--- src/rtl/fifo_wr_arbiter_if.sv ---
// Handshake bundle between NREQ producers, the write arbiter and the
// FIFO write port. The master side drives requests and the FIFO full flag;
// the slave side is the arbiter.
interface fifo_wr_arbiter_if #(
    parameter int NREQ   = 4,
    parameter int DATA_W = 8,
    parameter int IDX_W  = 2
);
    logic [NREQ-1:0]        req;
    logic [NREQ*DATA_W-1:0] req_data;
    logic [NREQ-1:0]        gnt;
    logic [NREQ-1:0]        ack;
    logic                   fifo_full;
    logic                   fifo_we;
    logic [DATA_W-1:0]      fifo_din;
    logic [IDX_W-1:0]       owner_idx;
    logic                   busy;

    modport master (
        output req, req_data, fifo_full,
        input  gnt, ack, fifo_we, fifo_din, owner_idx, busy
    );

    modport slave (
        input  req, req_data, fifo_full,
        output gnt, ack, fifo_we, fifo_din, owner_idx, busy
    );
endinterface

--- src/rtl/fifo_wr_arbiter.sv ---
// Round-robin arbiter sharing one FIFO write port among NREQ producers.
// A grant lasts for at most MAX_BURST accepted words; a full FIFO stalls the
// owner without ending its burst. Handoffs to the next requester happen
// without an idle cycle when possible.
// Optional build macro FIFO_ARB_STATS_EN adds a saturating 16-bit count of
// cycles in which the owner was stalled by a full FIFO.
//
// state | meaning
// IDLE  | no owner, gnt all zero, waiting for a request and room in the FIFO
// OWN   | one requester holds the write port for its current burst
module fifo_wr_arbiter #(
    parameter int NREQ      = 4,
    parameter int DATA_W    = 8,
    parameter int MAX_BURST = 4,
    parameter int IDX_W     = 2
) (
    input  logic                    clk,
    input  logic                    rst,
    fifo_wr_arbiter_if.slave        bus
`ifdef FIFO_ARB_STATS_EN
    ,
    output logic [15:0]             stall_cnt
`endif
);

    localparam int CNT_W = (MAX_BURST > 1) ? $clog2(MAX_BURST) : 1;

    typedef enum logic {
        IDLE = 1'b0,
        OWN  = 1'b1
    } state_t;

    state_t           state;
    logic [NREQ-1:0]  gnt_r;
    logic [IDX_W-1:0] owner_r;
    logic             busy_r;
    logic [CNT_W-1:0] burst_cnt;
    logic [IDX_W-1:0] last_winner;

    logic [NREQ-1:0]  ack;
    logic             we;
    logic             owner_req;
    logic             exhaust;
    logic             rel;
    logic [NREQ-1:0]  cand;
    int               start;
    logic             hi_found;
    logic             lo_found;
    logic [IDX_W-1:0] hi_idx;
    logic [IDX_W-1:0] lo_idx;
    logic             win_found;
    logic [IDX_W-1:0] win_idx;
    logic [NREQ-1:0]  win_onehot;
    logic [DATA_W-1:0] din;

    // Handshake: the owner's word is consumed on any edge where it requests
    // and the FIFO has room.
    always_comb begin
        ack       = gnt_r & bus.req & {NREQ{~bus.fifo_full}};
        we        = |ack;
        owner_req = |(gnt_r & bus.req);
        exhaust   = we && (burst_cnt == CNT_W'(MAX_BURST - 1));
        rel       = !owner_req || exhaust;
    end

    // Round-robin search from last_winner+1; an owner that used up its burst
    // is masked out so the others get a turn before it is regranted.
    always_comb begin
        cand     = exhaust ? (bus.req & ~gnt_r) : bus.req;
        start    = (int'(last_winner) >= NREQ - 1) ? 0 : int'(last_winner) + 1;
        hi_found = 1'b0;
        lo_found = 1'b0;
        hi_idx   = '0;
        lo_idx   = '0;
        for (int i = NREQ - 1; i >= 0; i--) begin
            if (cand[i]) begin
                if (i >= start) begin
                    hi_found = 1'b1;
                    hi_idx   = IDX_W'(i);
                end
                lo_found = 1'b1;
                lo_idx   = IDX_W'(i);
            end
        end
        win_found  = lo_found;
        win_idx    = hi_found ? hi_idx : lo_idx;
        win_onehot = {{(NREQ-1){1'b0}}, 1'b1} << win_idx;
    end

    // Write data mux on the registered owner, forced to zero while idle.
    always_comb begin
        din = '0;
        for (int i = 0; i < NREQ; i++) begin
            if (busy_r && (owner_r == IDX_W'(i))) begin
                din = bus.req_data[i*DATA_W +: DATA_W];
            end
        end
    end

    // Grant FSM: grant, count the burst, release and hand off.
    always_ff @(posedge clk or posedge rst) begin
        if (rst) begin
            state       <= IDLE;
            gnt_r       <= '0;
            owner_r     <= '0;
            busy_r      <= 1'b0;
            burst_cnt   <= '0;
            last_winner <= IDX_W'(NREQ - 1);
        end else begin
            case (state)
                IDLE: begin
                    if (win_found && !bus.fifo_full) begin
                        state       <= OWN;
                        gnt_r       <= win_onehot;
                        owner_r     <= win_idx;
                        last_winner <= win_idx;
                        busy_r      <= 1'b1;
                        burst_cnt   <= '0;
                    end
                end
                OWN: begin
                    if (rel) begin
                        if (win_found && !bus.fifo_full) begin
                            gnt_r       <= win_onehot;
                            owner_r     <= win_idx;
                            last_winner <= win_idx;
                            burst_cnt   <= '0;
                        end else begin
                            state     <= IDLE;
                            gnt_r     <= '0;
                            owner_r   <= '0;
                            busy_r    <= 1'b0;
                            burst_cnt <= '0;
                        end
                    end else if (we) begin
                        burst_cnt <= burst_cnt + CNT_W'(1);
                    end
                end
                default: begin
                    state <= IDLE;
                end
            endcase
        end
    end

`ifdef FIFO_ARB_STATS_EN
    // Saturating count of owner cycles blocked by a full FIFO.
    always_ff @(posedge clk or posedge rst) begin
        if (rst) begin
            stall_cnt <= '0;
        end else if (busy_r && owner_req && bus.fifo_full && (stall_cnt != 16'hFFFF)) begin
            stall_cnt <= stall_cnt + 16'd1;
        end
    end
`endif

    assign bus.gnt       = gnt_r;
    assign bus.ack       = ack;
    assign bus.fifo_we   = we;
    assign bus.fifo_din  = din;
    assign bus.owner_idx = owner_r;
    assign bus.busy      = busy_r;

endmodule
--- src/flat_wrapper.sv ---
// flat-port wrapper written by rule: the top's interface ports become plain ports
module fifo_wr_arbiter_flat 
#(
    parameter int NREQ      = 4,
    parameter int DATA_W    = 8,
    parameter int MAX_BURST = 4,
    parameter int IDX_W     = 2
)
  (clk, rst, bus_req, bus_req_data, bus_fifo_full, bus_gnt, bus_ack, bus_fifo_we, bus_fifo_din, bus_owner_idx, bus_busy);
  fifo_wr_arbiter_if #(.NREQ(NREQ), .DATA_W(DATA_W), .IDX_W(IDX_W)) bus_i ();
  input  logic clk;
  input  logic rst;
  input wire logic [$bits(bus_i.req)-1:0] bus_req;
  input wire logic [$bits(bus_i.req_data)-1:0] bus_req_data;
  input wire logic [$bits(bus_i.fifo_full)-1:0] bus_fifo_full;
  output wire logic [$bits(bus_i.gnt)-1:0] bus_gnt;
  output wire logic [$bits(bus_i.ack)-1:0] bus_ack;
  output wire logic [$bits(bus_i.fifo_we)-1:0] bus_fifo_we;
  output wire logic [$bits(bus_i.fifo_din)-1:0] bus_fifo_din;
  output wire logic [$bits(bus_i.owner_idx)-1:0] bus_owner_idx;
  output wire logic [$bits(bus_i.busy)-1:0] bus_busy;
  assign bus_i.req = bus_req;
  assign bus_i.req_data = bus_req_data;
  assign bus_i.fifo_full = bus_fifo_full;
  assign bus_gnt = bus_i.gnt;
  assign bus_ack = bus_i.ack;
  assign bus_fifo_we = bus_i.fifo_we;
  assign bus_fifo_din = bus_i.fifo_din;
  assign bus_owner_idx = bus_i.owner_idx;
  assign bus_busy = bus_i.busy;
  fifo_wr_arbiter #(.NREQ(NREQ), .DATA_W(DATA_W), .MAX_BURST(MAX_BURST), .IDX_W(IDX_W)) u_core (.clk(clk), .rst(rst), .bus(bus_i));
endmodule
--- config.mk ---
export PLATFORM = sky130hd
export DESIGN_NAME = fifo_wr_arbiter_flat
export DESIGN_NICKNAME = d
export VERILOG_FILES = /design/src/rtl/fifo_wr_arbiter_if.sv /design/src/rtl/fifo_wr_arbiter.sv /design/src/flat_wrapper.sv
export SDC_FILE = /design/constraint.sdc
export NUM_CORES = 1
export LEC_CHECK = 0
export BUFFER_PORTS_ARGS = -buffer_cell sky130_fd_sc_hd__buf_2
export CAP_MARGIN = 10
export CORE_MARGIN = 2
export CORE_UTILIZATION = 30
export DETAILED_ROUTE_END_ITERATION = 10
export GPL_TIMING_DRIVEN = 0
export PLACE_DENSITY_LB_ADDON = 0.15
export RECOVER_POWER = 100
export SYNTH_ARGS = -nofsm -noshare
export SYNTH_HDL_FRONTEND = slang
export SYNTH_SLANG_ARGS = --single-unit
export TNS_END_PERCENT = 1
--- constraint.sdc ---
create_clock -name clk -period 2.56 [get_ports clk]
set_input_delay 0.512 -clock clk [delete_from_list [all_inputs] [get_ports clk]]
set_output_delay 0.512 -clock clk [all_outputs]
set_load 0.01 [all_outputs]
* Word-level counts from Yosys, hierarchy flattened *
Index checks and enable logic that the tools add are counted.

word-level totals
  bits in registers = 12
  bits in latches = 0
  RAM bits = 0
  bits in read-only memories = 0
  input port bits = 39
  output and inout bits = 20
  word-level logic and storage cells = 96
  memories = 0

operators by class
  $add $sub $neg = 2
  multiply operators = 0
  div/mod/pow operators = 0
  $lt $le $gt $ge = 5
  equality and inequality tests = 8
  shift-type cells = 1
  mux-type cells = 53
  bitwise operators = 6
  reductions and logical operators = 15

operator list
  kind                 number
  $ge 3x32->1 const A  2
  $mux 2               21
  $ge 1x32->1 const A  1
  $ge 2x32->1 const A  1
  $mux 32              1
  $mux 8               4
  $mux 1               17
  $mux 4               4
  $and 4x4->4          3
  $pmux 2 s2           3
  $pmux 4 s2           1
  $reduce_or 4->1      2
  $eq 2x2->1 const B   3
  $logic_and 1x1->1    6
  $ne 2x2->1 const B   2
  $not 4->4            1
  $pmux 1 s2           2
  $reduce_and 2->1     2
  $shl 1x2->4 const A  1
  $add 2x1->3 const B  1
  $ne 3x3->1 const B   1
  $reduce_and 3->1     1
  $add 2x1->2 const B  1
  $eq 2x1->1 const B   1
  6 further kinds      8

* Logic depth before layout (Yosys ltp) *
Gate-level depths: netlist of run 1.

  depth in word-level cells = 17
  depth in mapped cells = 8
  depth with buffers taken out = 8

* Worst setup path before layout of run 1 *
OpenSTA, ideal clock, no wires.

  path type = register to register
  start point = reg u_core.burst_cnt[0]
  end point = reg u_core.burst_cnt[0]
  library setup time = 0.125 ns
  arrival time = 1.930 ns
  data required time = 2.435 ns
  slack = 0.505 ns
  stages on the path, launching flop included = 8
  path buffers = 0
  clock period less this slack = 2.055 ns
  cell sequence = dfrtp_1 > ha_1 > nand3b_1 > nand2_1 > a31o_2 > ha_1 > a31oi_1 > mux2_2

on the way
  cells in the longest elaborated chain, start to end = 10
  elaborated cells between the ends (all ways) = 16
  classes of those cells = add/sub: 1; eq/ne: 3; mux: 8; reduce/logical: 4

RTL lines
  what                               line                    source
  start: declaration                 fifo_wr_arbiter.sv:37   logic [CNT_W-1:0] burst_cnt;
  start signal: assignment           fifo_wr_arbiter.sv:136  burst_cnt <= burst_cnt + CNT_W'(1);
  $eq 2x2->1                         fifo_wr_arbiter.sv:62   exhaust = we && (burst_cnt == CNT_W'(MAX_BURST - 1));
  $logic_and 1x1->1                  fifo_wr_arbiter.sv:62
  $mux 4                             fifo_wr_arbiter.sv:69   cand = exhaust ? (bus.req & ~gnt_r) : bus.req;
  $mux 1 (4 in series)               fifo_wr_arbiter.sv:76   if (cand[i]) begin
  $logic_and 1x1->1                  fifo_wr_arbiter.sv:112  if (win_found && !bus.fifo_full) begin
  $ne 2x1->1 (no source line)        n/a
  $reduce_and 2->1 (no source line)  n/a

Parallel ways exist; a longest one is shown, timed or not. The select of a mux whose other input is x is not followed.
A chain may end at the register's enable or synchronous reset.

* Worst setup path after layout of run 1 *
  start point = reg u_core.owner_r[0], in the netlist u_core.bus.owner_idx[0]
  end point = out bus_fifo_din[1]

on the way
  cells in the longest elaborated chain, start to end = 6
  elaborated cells between the ends (all ways) = 12
  classes of those cells = eq/ne: 3; mux: 4; reduce/logical: 5

RTL lines
  what                      line                    source
  start: declaration        fifo_wr_arbiter.sv:35   logic [IDX_W-1:0] owner_r;
  start signal: assignment  fifo_wr_arbiter.sv:115  owner_r <= win_idx;
  start signal: assignment  fifo_wr_arbiter.sv:125  owner_r <= win_idx;
  $logic_not 2->1           fifo_wr_arbiter.sv:94   if (busy_r && (owner_r == IDX_W'(i))) begin
  $logic_and 1x1->1         fifo_wr_arbiter.sv:94
  $mux 8 (3 in series)      fifo_wr_arbiter.sv:94
  $mux 8 (*)                fifo_wr_arbiter.sv:94
  end: declaration          flat_wrapper.sv:19      output wire logic [$bits(bus_i.fifo_din)-1:0] bus_fifo_din;

Mark *: on every way between the ends. The rest lies on a longest branch, timed or not.

==> run_results.csv, run 1 <==
group,metric,value,unit
synth,synth_compound_area_share,23.1,%
synth,synthCells,99,
worst_setup_path,end_kind,"output port",
synth,syn_nets,142,
synth,syn_area_per_cell,11.1,µm²
placement,dp_hpwl,2.40,mm
sta,finalCriticalPeriod,2.27,ns
worst_hold_path,hold_class,"in2async",
clock_network,clock_latency,0.27,ns
power_and_ir_drop,clockPowerShare,9.8,%
die,rows,21,
layout,final_area,0.00142,mm²
worst_setup_path,critical_path_required,2.05,ns
routing,drtPass1Iterations,4,
worst_setup_path,reg2reg_from,"u_core.burst_cnt[0]$_DFFE_PP0P_",
layout,num_antenna_cells,0,
placement,gp_routability_congestion,0.851,
worst_setup_path,r2r_cells,7,
global_route,gr-total-overflow,0,
clock_network,cts.clk_slew.worst_paths,0.08,ns
sta,drv_slew,0,
routing,drc,0,
synth,synthSimpleGateAreaFrac,23.0,%
routing,wl_per_cell,14.1,µm
worst_setup_path,cp-startpoint,"u_core.bus.owner_idx[0]$_DFFE_PP0P_",
synth,ys_seq_area_share,27.7,%
worst_setup_path,path_delay_family,"multiplexers",
die,dieArea,0.00415,mm²
sta,hold_viol,0,
clock_network,numCtsBuffers,3,
worst_setup_path,crit_buf_inv,2,
sta,rsz0062_at_grt,"false",
routing,drt-vias-per-instance,5.13,
routing,vias,1061,
clock_network,cts.sinks,12,
synth,synthAdderAreaFrac,4.57,%
routing,routed_wl,2.92,mm
placement,io_buffer_count,58,
worst_setup_path,cp.arrival,1.76,ns
sta,worst_slew_pin_slew,0.629,ns
worst_setup_path,cp_slowest_cell,"mux4_2",
layout,nNetsFinal,205,
power_and_ir_drop,swShare,43.9,%
synth,synth.cell_area,0.00109,mm²
power_and_ir_drop,power,0.00127,W
clock_network,ctsResizeCount,0,
worst_setup_path,cpPeakStageDelay,0.55,ns
clock_network,clock_path_buffers,2,
synth,synth-xor-area-share,0,%
power_and_ir_drop,pwr-share-seq,29.6,%
run,maxCapViolations,0,
clock_network,cts_root_buf,"clkbuf_4",
clock_network,postCtsHoldBufs,0,
synth,yosysUniqueCellTypes,38,
clock_network,cts-htree-levels,1,
synth,synth_top_family_by_area,"compound AO/OA/AOI/OAI gates",
global_route,grt_pass1_wl,4.94,mm
worst_setup_path,cp-start-kind,"flop",
power_and_ir_drop,p_leak,0.660,nW
worst_setup_path,worstPathCellList,"clkbuf_2, mux4_2, and2_1, clkbuf_1",
global_route,grt_antenna_before_repair,0,
synth,synth_async_sr_flop_share,100,%
global_route,grt.total_usage,15.2,%
die,initial_core_util,32.1,%
worst_setup_path,critical_path_class,"reg2out",
routing,drtIter0Drc,63,
sta,relSlewSlack,57.8,%
synth,netlist.top_cell.by_area,"dfrtp_1",
global_route,grt_pass1_vias,1059,
synth,synth_edf_count,0,
worst_setup_path,crit_fanout,9,
sta,fmax,441,MHz
die,die_x,64.4,µm
synth,synthMuxAreaShare,18.5,%
routing,antenna_left,0,
sta,setup_viol,0,
synth,yosys_warnings,0,
power_and_ir_drop,powerDensity,895,mW/mm²
outcome,outcome,"finished, final reports clean",
power_and_ir_drop,p_switching,0.000556,W
sta,fin_crit_sh,88.6,%
die,coreArea,0.00342,mm²
die,ios,59,
global_route,grt_max_degree,13,
clock_network,cts_tree,"yes",
synth,synth_top_area_share,22.9,%
sta,fin_tns_setup,0,ns
placement,place_inst,203,
layout,fill_cells,367,
synth,synth-seq-cells,12,
power_and_ir_drop,internal-power,0.000710,W
synth,synth-main-ff-cell,"dfrtp_1",
die,fp.dieH,64.4,µm
layout,fin_cells,207,
power_and_ir_drop,ir_worst_vdd,509,µV
worst_setup_path,cp.depth,4,
layout,layout-drive-gt1-share,39.1,%
layout,area_growth,29.3,%
placement,placed_cell_area,0.00144,mm²
power_and_ir_drop,comb_power_share,60.6,%
synth,ys_top_cells_by_area,"dfrtp_1 (23%), mux4_2 (16%), and2_1 (5.7%)",
clock_network,cts_setup_buffers,0,
sta,fin_skew,0.00401,ns
[metal layers]
| metal | wire, µm | vias to the layer above | global-route usage, % |
|---|---|---|---|
| met3 | 155 | 0 | 3.99 |
| met1 | 1210 | 517 | 19.0 |
| li1 | - | 515 | - |
| met4 | 0 | 0 | 0.798 |
| met5 | 0 | - | 0 |
| met2 | 1560 | 29 | 27.7 |
[metrics by stage]
step | setup slack (ns) | hold slack [ns] | util [%]
3_3_place_gp | 0.307 | 0.515 | 42.2
5_1_grt | 0.108 | 0.274 | 41.4
6_report | 0.292 | 0.240 | 41.4
3_5_place_dp | 0.273 | 0.520 | 42.2
4_1_cts | 0.254 | 0.245 | 43.0
2_1_floorplan | 0.505 | 0.375 | -
[synthesized netlist by cell type, drive strengths merged (2+ instances only)]
library cell and number:
mux2 2, a31oi 2, a31o 2, dfrtp 10, nor2b 4, dfstp 2
inv 4, a22oi 2, mux4 8, a22o 2, a21o 2, o21ai 2
nor2 6, buf 2, a311oi 2, nand3 4, o311ai 2, nand3b 4
ha 4, o2bb2ai 2, and2 10, nand2 11
[power by group through the flow]
stage	Combinational [W]	Clock [W]	Sequential [W]
after floorplan	0.000570	0	0.000374
after global placement	0.000813	0	0.000373
after detailed placement	0.000829	0	0.000378
after CTS	0.000831	0.000132	0.000375
after global routing	0.000859	0.000143	0.000390
final	0.000768	0.000124	0.000375
[cells by family after synthesis]
| kind of cell | after synthesis |
|---|---|
| flip-flops | 12 |
| AND/OR/NAND/NOR | 44 |
| multiplexers | 10 |
| AO/OA/AOI/OAI | 22 |
| buffers and inverters | 7 |
| adder cells (fa/ha/maj) | 4 |
[state kept, by name (all words and copies together) (netlist names)]
register              count
u_core.bus.owner_idx      2
u_core.last_winner        2
u_core.bus.busy           1
u_core.burst_cnt          2
u_core.state              1
u_core.bus.gnt            4
[placed cells by master (no fill, tap or decap), types with 3 or more instances in the layout]
master / netlist / routed
dfrtp_1: 10 / 10
mux4_2: 8 / 8
nor2b_1: 4 / 4
clkbuf_1: 1 / 21
and2_1: 10 / 10
nor2_1: 6 / 6
nand3b_1: 3 / 3
inv_1: 4 / 4
nand3_1: 4 / 4
ha_1: 4 / 4
clkbuf_4: 0 / 3
buf_2: 1 / 39
nand2_1: 11 / 11
[cell type report]
class	count	area, µm²	share of cell area [%]
buffer	3	20.0	1.41
tap	46	57.6	4.07
inverter	4	15.0	1.06
clock buffer	4	26.3	1.86
multi-input combinational	80	727	51.4
sequential	12	303	21.4
timing repair buffer	58	267	18.8
[final timing paths]
path                       slack [ns]                                end
max                              0.29                    bus_fifo_din[1]
min                              0.24        u_core.bus.busy$_DFFE_PP0P_
max reg2reg                      0.29    u_core.burst_cnt[0]$_DFFE_PP0P_
min reg2reg                      0.54  u_core.last_winner[0]$_DFFE_PP1P_
max in group asynchronous        1.97  u_core.last_winner[0]$_DFFE_PP1P_
min in group clk                 0.54  u_core.last_winner[0]$_DFFE_PP1P_
No activity file was read; power rests on OpenSTA's default activity.
==> run 2: changes to the inputs <==
==> constraint.sdc (replaced) <==
create_clock -name clk -period 2.4 [get_ports clk]
set_input_delay 0.48 -clock clk [delete_from_list [all_inputs] [get_ports clk]]
set_output_delay 0.48 -clock clk [all_outputs]
set_load 0.01 [all_outputs]
==> run_results.csv, run 2 (synthesis gave the netlist of run 1 again) <==
group,metric,value,unit
routing,antenna_left,0,
worst_setup_path,critical_path_required,2.57,ns
sta,finalCriticalPeriod,2.26,ns
layout,nNetsFinal,205,
sta,hold_viol,0,
sta,relSlewSlack,66.2,%
power_and_ir_drop,ir_worst_vdd,536,µV
clock_network,cts_tree,"yes",
routing,vias,1051,
power_and_ir_drop,swShare,43.9,%
routing,drtPass1Iterations,4,
clock_network,cts_root_buf,"clkbuf_4",
sta,setup_viol,0,
routing,drt-vias-per-instance,5.08,
worst_setup_path,crit_fanout,7,
worst_setup_path,crit_top_cell,"ha_1",
clock_network,numCtsBuffers,3,
worst_setup_path,crit_end,"u_core.burst_cnt[0]$_DFFE_PP0P_",
clock_network,clock_path_buffers,2,
placement,io_buffer_count,58,
routing,wl_per_cell,14.3,µm
layout,layout_commonest_cell,"buf_2",
global_route,gr-total-overflow,0,
clock_network,cts.clk_slew.worst_paths,0.08,ns
clock_network,cts-htree-levels,1,
layout,final_area,0.00144,mm²
global_route,grt_max_degree,13,
worst_setup_path,cp-startpoint,"u_core.burst_cnt[0]$_DFFE_PP0P_",
power_and_ir_drop,pwr-share-seq,29.0,%
clock_network,cts_setup_buffers,0,
layout,post-route-util,42.2,%
power_and_ir_drop,p_switching,0.000605,W
worst_setup_path,r2r_cells,7,
worst_setup_path,cpPeakStageDelay,0.40,ns
die,fp.dieH,64.4,µm
die,die_x,64.4,µm
worst_setup_path,end_kind,"flop",
die,rows,21,
power_and_ir_drop,internal-power,0.000774,W
global_route,grt_pass1_wl,4.94,mm
sta,fin_skew,0.0105,ns
power_and_ir_drop,powerDensity,958,mW/mm²
outcome,outcome,"finished, final reports clean",
sta,drv_slew,0,
power_and_ir_drop,clockPowerShare,9.7,%
layout,layout-drive-gt1-share,44.1,%
routing,drc,0,
clock_network,postCtsHoldBufs,0,
layout,largest_register_ffs,4,
worst_setup_path,rrSetupSlack,0.14,ns
placement,dp_hpwl,2.40,mm
clock_network,cts.sinks,12,
worst_setup_path,critical_path_class,"reg2reg",
global_route,grt_antenna_before_repair,0,
placement,placed_cell_area,0.00144,mm²
worst_setup_path,reg2reg_from,"u_core.burst_cnt[0]$_DFFE_PP0P_",
worst_setup_path,r2r-end,"u_core.burst_cnt[0]$_DFFE_PP0P_",
global_route,grt_pass1_vias,1059,
routing,routed_wl,2.97,mm
layout,area_growth,31.5,%
sta,fmax,443,MHz
routing,drtIter0Drc,45,
power_and_ir_drop,p_leak,0.691,nW
die,dieArea,0.00415,mm²
clock_network,clock_latency,0.28,ns
worst_setup_path,cp_slowest_cell,"dfrtp_1",
die,ios,59,
clock_network,ctsResizeCount,0,
power_and_ir_drop,comb_power_share,61.3,%
die,initial_core_util,32.1,%
placement,gp_routability_congestion,0.851,
sta,worst_slew_pin_slew,0.507,ns
run,maxCapViolations,0,
sta,fin_crit_sh,94.1,%
die,coreArea,0.00342,mm²
worst_setup_path,cp-start-kind,"flop",
worst_hold_path,hold_class,"in2async",
layout,num_antenna_cells,0,
global_route,grt.total_usage,15.2,%
worst_setup_path,worstPathCellList,"ha_1, nand3b_1, a22oi_1, a31o_2, ha_1, a31oi_2, mux2_2",
power_and_ir_drop,power,0.00138,W
layout,layout_common_cells,"buf_2 (47), clkbuf_1 (14), nand2_1 (11), and2_1 (10), dfrtp_1 (10)",
worst_setup_path,cp.arrival,2.43,ns
## run 2: changes by cell type in the layout (fill, tap and decap cells not counted), sizes merged
cell,previous run,this run
buf,40,48
clkbuf,25,17
## run 2: layout make-up
type | count | area, µm²
clock buffer | 4 | 26.3
tap | 46 | 57.6
timing repair buffer | 58 | 275
inverter | 4 | 15.0
sequential | 12 | 303
multi-input combinational | 80 | 743
buffer | 3 | 20.0
fill | 367 | 1980
## run 2: metrics by stage
step / std cells / TNS, ns / worst slack [ns] / hold WS [ns]
final: 207 / 0 / 0.142 / 0.201
after global routing: 207 / -0.0121 / -0.0121 / 0.242
after CTS: 207 / 0 / 0.0937 / 0.213
after detailed placement: 203 / 0 / 0.113 / 0.520
after global placement: 203 / 0 / 0.156 / 0.506
after floorplan: 99 / 0 / 0.345 / 0.343
## run 2: how the worst min path moves through the flow
stage | to | slack (ns) | depth (start not counted)
floorplan | u_core.burst_cnt[0]$_DFFE_PP0P_ | 0.34 | 1
global placement | u_core.burst_cnt[0]$_DFFE_PP0P_ | 0.51 | 2
detailed placement | u_core.burst_cnt[1]$_DFFE_PP0P_ | 0.52 | 2
CTS | u_core.burst_cnt[1]$_DFFE_PP0P_ | 0.21 | 2
global route | u_core.bus.busy$_DFFE_PP0P_ | 0.24 | 2
finish | u_core.state$_DFF_PP0_ | 0.20 | 2
## run 2: worst max-delay path, delay by kind of cell, from the launching register on
kind / cells / cell delay [ns]
compound gates: 3 / 0.71
fa+ha+maj: 2 / 0.51
flops: 1 / 0.40
mux: 1 / 0.36
simple gates: 1 / 0.17
## run 2: per-layer routing
layer / track usage [%] / wire length (µm) / up-vias
li1: - / - / 512
met1: 19.0 / 1270 / 518
met2: 27.7 / 1560 / 21
met3: 3.99 / 135 / 0
met4: 0.798 / 0 / 0
met5: 0 / 0 / -
## run 2: power by group through the flow
stage          clock, W  combinational (W)  sequential (W)
4_1_cts        0.000141           0.000887        0.000400
5_1_grt        0.000153           0.000941        0.000418
3_5_place_dp          0           0.000884        0.000404
6_report       0.000134           0.000846        0.000400
3_3_place_gp          0           0.000867        0.000398
2_1_floorplan         0           0.000609        0.000398
==> run 3: changes to the inputs <==
--- a/config.mk
+++ b/config.mk
@@ -8,11 +8,12 @@
 export BUFFER_PORTS_ARGS = -buffer_cell sky130_fd_sc_hd__buf_2
 export CAP_MARGIN = 10
 export CORE_MARGIN = 2
-export CORE_UTILIZATION = 30
+export CORE_UTILIZATION = 44
 export DETAILED_ROUTE_END_ITERATION = 10
 export GPL_TIMING_DRIVEN = 0
-export PLACE_DENSITY_LB_ADDON = 0.15
+export PLACE_DENSITY = 0.75
 export RECOVER_POWER = 100
+export REMOVE_ABC_BUFFERS = 1
 export SYNTH_ARGS = -nofsm -noshare
 export SYNTH_HDL_FRONTEND = slang
 export SYNTH_SLANG_ARGS = --single-unit
==> run_results.csv, run 3 (synthesis gave the netlist of run 1 again) <==
group,metric,value,unit
sta,fin_tns_setup,0,ns
global_route,grt_pass1_vias,979,
placement,place_inst,184,
worst_setup_path,cp-start-kind,"flop",
sta,relSlewSlack,57.6,%
clock_network,cts.clk_slew.worst_paths,0.08,ns
die,dieArea,0.00290,mm²
sta,setup_viol,0,
worst_setup_path,critical_path_required,2.56,ns
power_and_ir_drop,powerDensity,960,mW/mm²
worst_setup_path,cp-startpoint,"u_core.burst_cnt[0]$_DFFE_PP0P_",
sta,finalCriticalPeriod,2.18,ns
placement,gp_routability_congestion,0.871,
global_route,grt_use_met2,36.4,%
run,maxCapViolations,0,
sta,fmax,459,MHz
placement,io_buffer_count,58,
global_route,grt_antenna_before_repair,0,
sta,fin_crit_sh,90.8,%
worst_setup_path,end_kind,"flop",
sta,rsz0062_at_grt,"false",
layout,largest_register_ffs,4,
sta,fin_skew,0.0116,ns
routing,wl_per_cell,14.2,µm
die,rows,18,
routing,routed_wl,2.68,mm
clock_network,cts_tree,"yes",
die,ios,59,
worst_setup_path,rrSetupSlack,0.22,ns
worst_setup_path,critical_path_class,"reg2reg",
clock_network,cts_root_buf,"clkbuf_4",
sta,drv_slew,0,
clock_network,cts-htree-levels,1,
global_route,grt_pass1_wl,4.42,mm
clock_network,numCtsBuffers,3,
routing,vias,1052,
clock_network,clock_latency,0.27,ns
worst_setup_path,reg2reg_from,"u_core.burst_cnt[0]$_DFFE_PP0P_",
global_route,grt_use_met1,24.9,%
worst_setup_path,r2r_cells,7,
layout,num_antenna_cells,0,
routing,drtPass1Iterations,4,
worst_setup_path,cp.arrival,2.34,ns
power_and_ir_drop,p_leak,0.648,nW
clock_network,cts_setup_buffers,0,
power_and_ir_drop,power,0.00133,W
global_route,grtUsageMet3,5.56,%
layout,fill_cells,235,
layout,nNetsFinal,202,
layout,layout_common_cells,"buf_2 (39), clkbuf_1 (20), nand2_1 (11), and2_1 (10), dfrtp_1 (9)",
global_route,grt_max_degree,16,
sta,hold_viol,0,
worst_setup_path,crit_end,"u_core.burst_cnt[0]$_DFFE_PP0P_",
die,coreArea,0.00241,mm²
clock_network,cts.sinks,12,
power_and_ir_drop,ir_worst_vdd,586,µV
layout,fin_cells,188,
worst_setup_path,r2r-end,"u_core.burst_cnt[0]$_DFFE_PP0P_",
layout,area_growth,26.7,%
placement,dp_hpwl,2.28,mm
global_route,top_usage_layer,"met2",
worst_hold_path,hold_class,"in2async",
die,die_x,53.9,µm
routing,antenna_left,0,
sta,worst_slew_pin_slew,0.632,ns
outcome,outcome,"finished, final reports clean",
layout,layout_commonest_cell,"buf_2",
die,initial_core_util,45.4,%
worst_setup_path,crit_fanout,7,
die,fp.dieH,53.9,µm
routing,drtIter0Drc,24,
routing,drt-vias-per-instance,5.60,
layout,layout-drive-gt1-share,39.9,%
clock_network,clock_path_buffers,2,
global_route,grt.total_usage,21.0,%
routing,drc,0,
global_route,gr-total-overflow,0,
## run 3: power by group
group | internal (W) | switching (W)
clock | 0.0000643 | 0.0000656
combinational | 0.000390 | 0.000370
sequential | 0.000297 | 0.000146
total | 0.000751 | 0.000581
## run 3: worst max-delay path, cell delays in order, from the launching register on
cell	delay, ns
dfrtp_1	0.40
ha_1	0.30
nand3b_1	0.18
a22oi_2	0.12
a31o_2	0.30
ha_1	0.20
a31oi_2	0.20
mux2_2	0.36
## run 3: layout make-up
type / count / area (µm²) / share of cell area, %
multi-input combinational: 80 / 738 / 53.2
sequential: 12 / 304 / 21.9
timing repair buffer: 58 / 267 / 19.2
tap: 30 / 37.5 / 2.71
clock buffer: 4 / 26.3 / 1.89
inverter: 4 / 15.0 / 1.08
## run 3: worst min-delay path by stage
| stage | to | depth (start not counted) | start |
|---|---|---|---|
| final | u_core.bus.busy$_DFFE_PP0P_ | 2 | rst |
| after global routing | u_core.bus.busy$_DFFE_PP0P_ | 2 | rst |
| after floorplan | u_core.burst_cnt[0]$_DFFE_PP0P_ | 1 | rst |
| after CTS | u_core.burst_cnt[0]$_DFFE_PP0P_ | 2 | rst |
| after detailed placement | u_core.burst_cnt[0]$_DFFE_PP0P_ | 2 | rst |
| after global placement | u_core.burst_cnt[0]$_DFFE_PP0P_ | 2 | rst |
## run 3: metal layers
metal	wire length, µm	up-vias
met2	1420	32
met4	28	0
met1	1100	513
met3	124	4
met5	0	-
li1	-	503
## run 3: what timing repair did
item,CTS,global route
endpoints found under the hold margin,0,0
setup endpoints to repair,0,2
resized for setup,0,2
hold buffers,0,0
## run 3: per-stage QoR
step           instance area [µm²]  hold WS, ns  utilization, %  worst slack [ns]
2_1_floorplan                 1070        0.343               -             0.345
3_3_place_gp                  1400        0.493            58.2             0.133
3_5_place_dp                  1400        0.505            58.2            0.0581
4_1_cts                       1430        0.209            59.3            0.0824
5_1_grt                       1390        0.246            57.6            0.0371
6_report                      1390        0.189            57.6             0.220
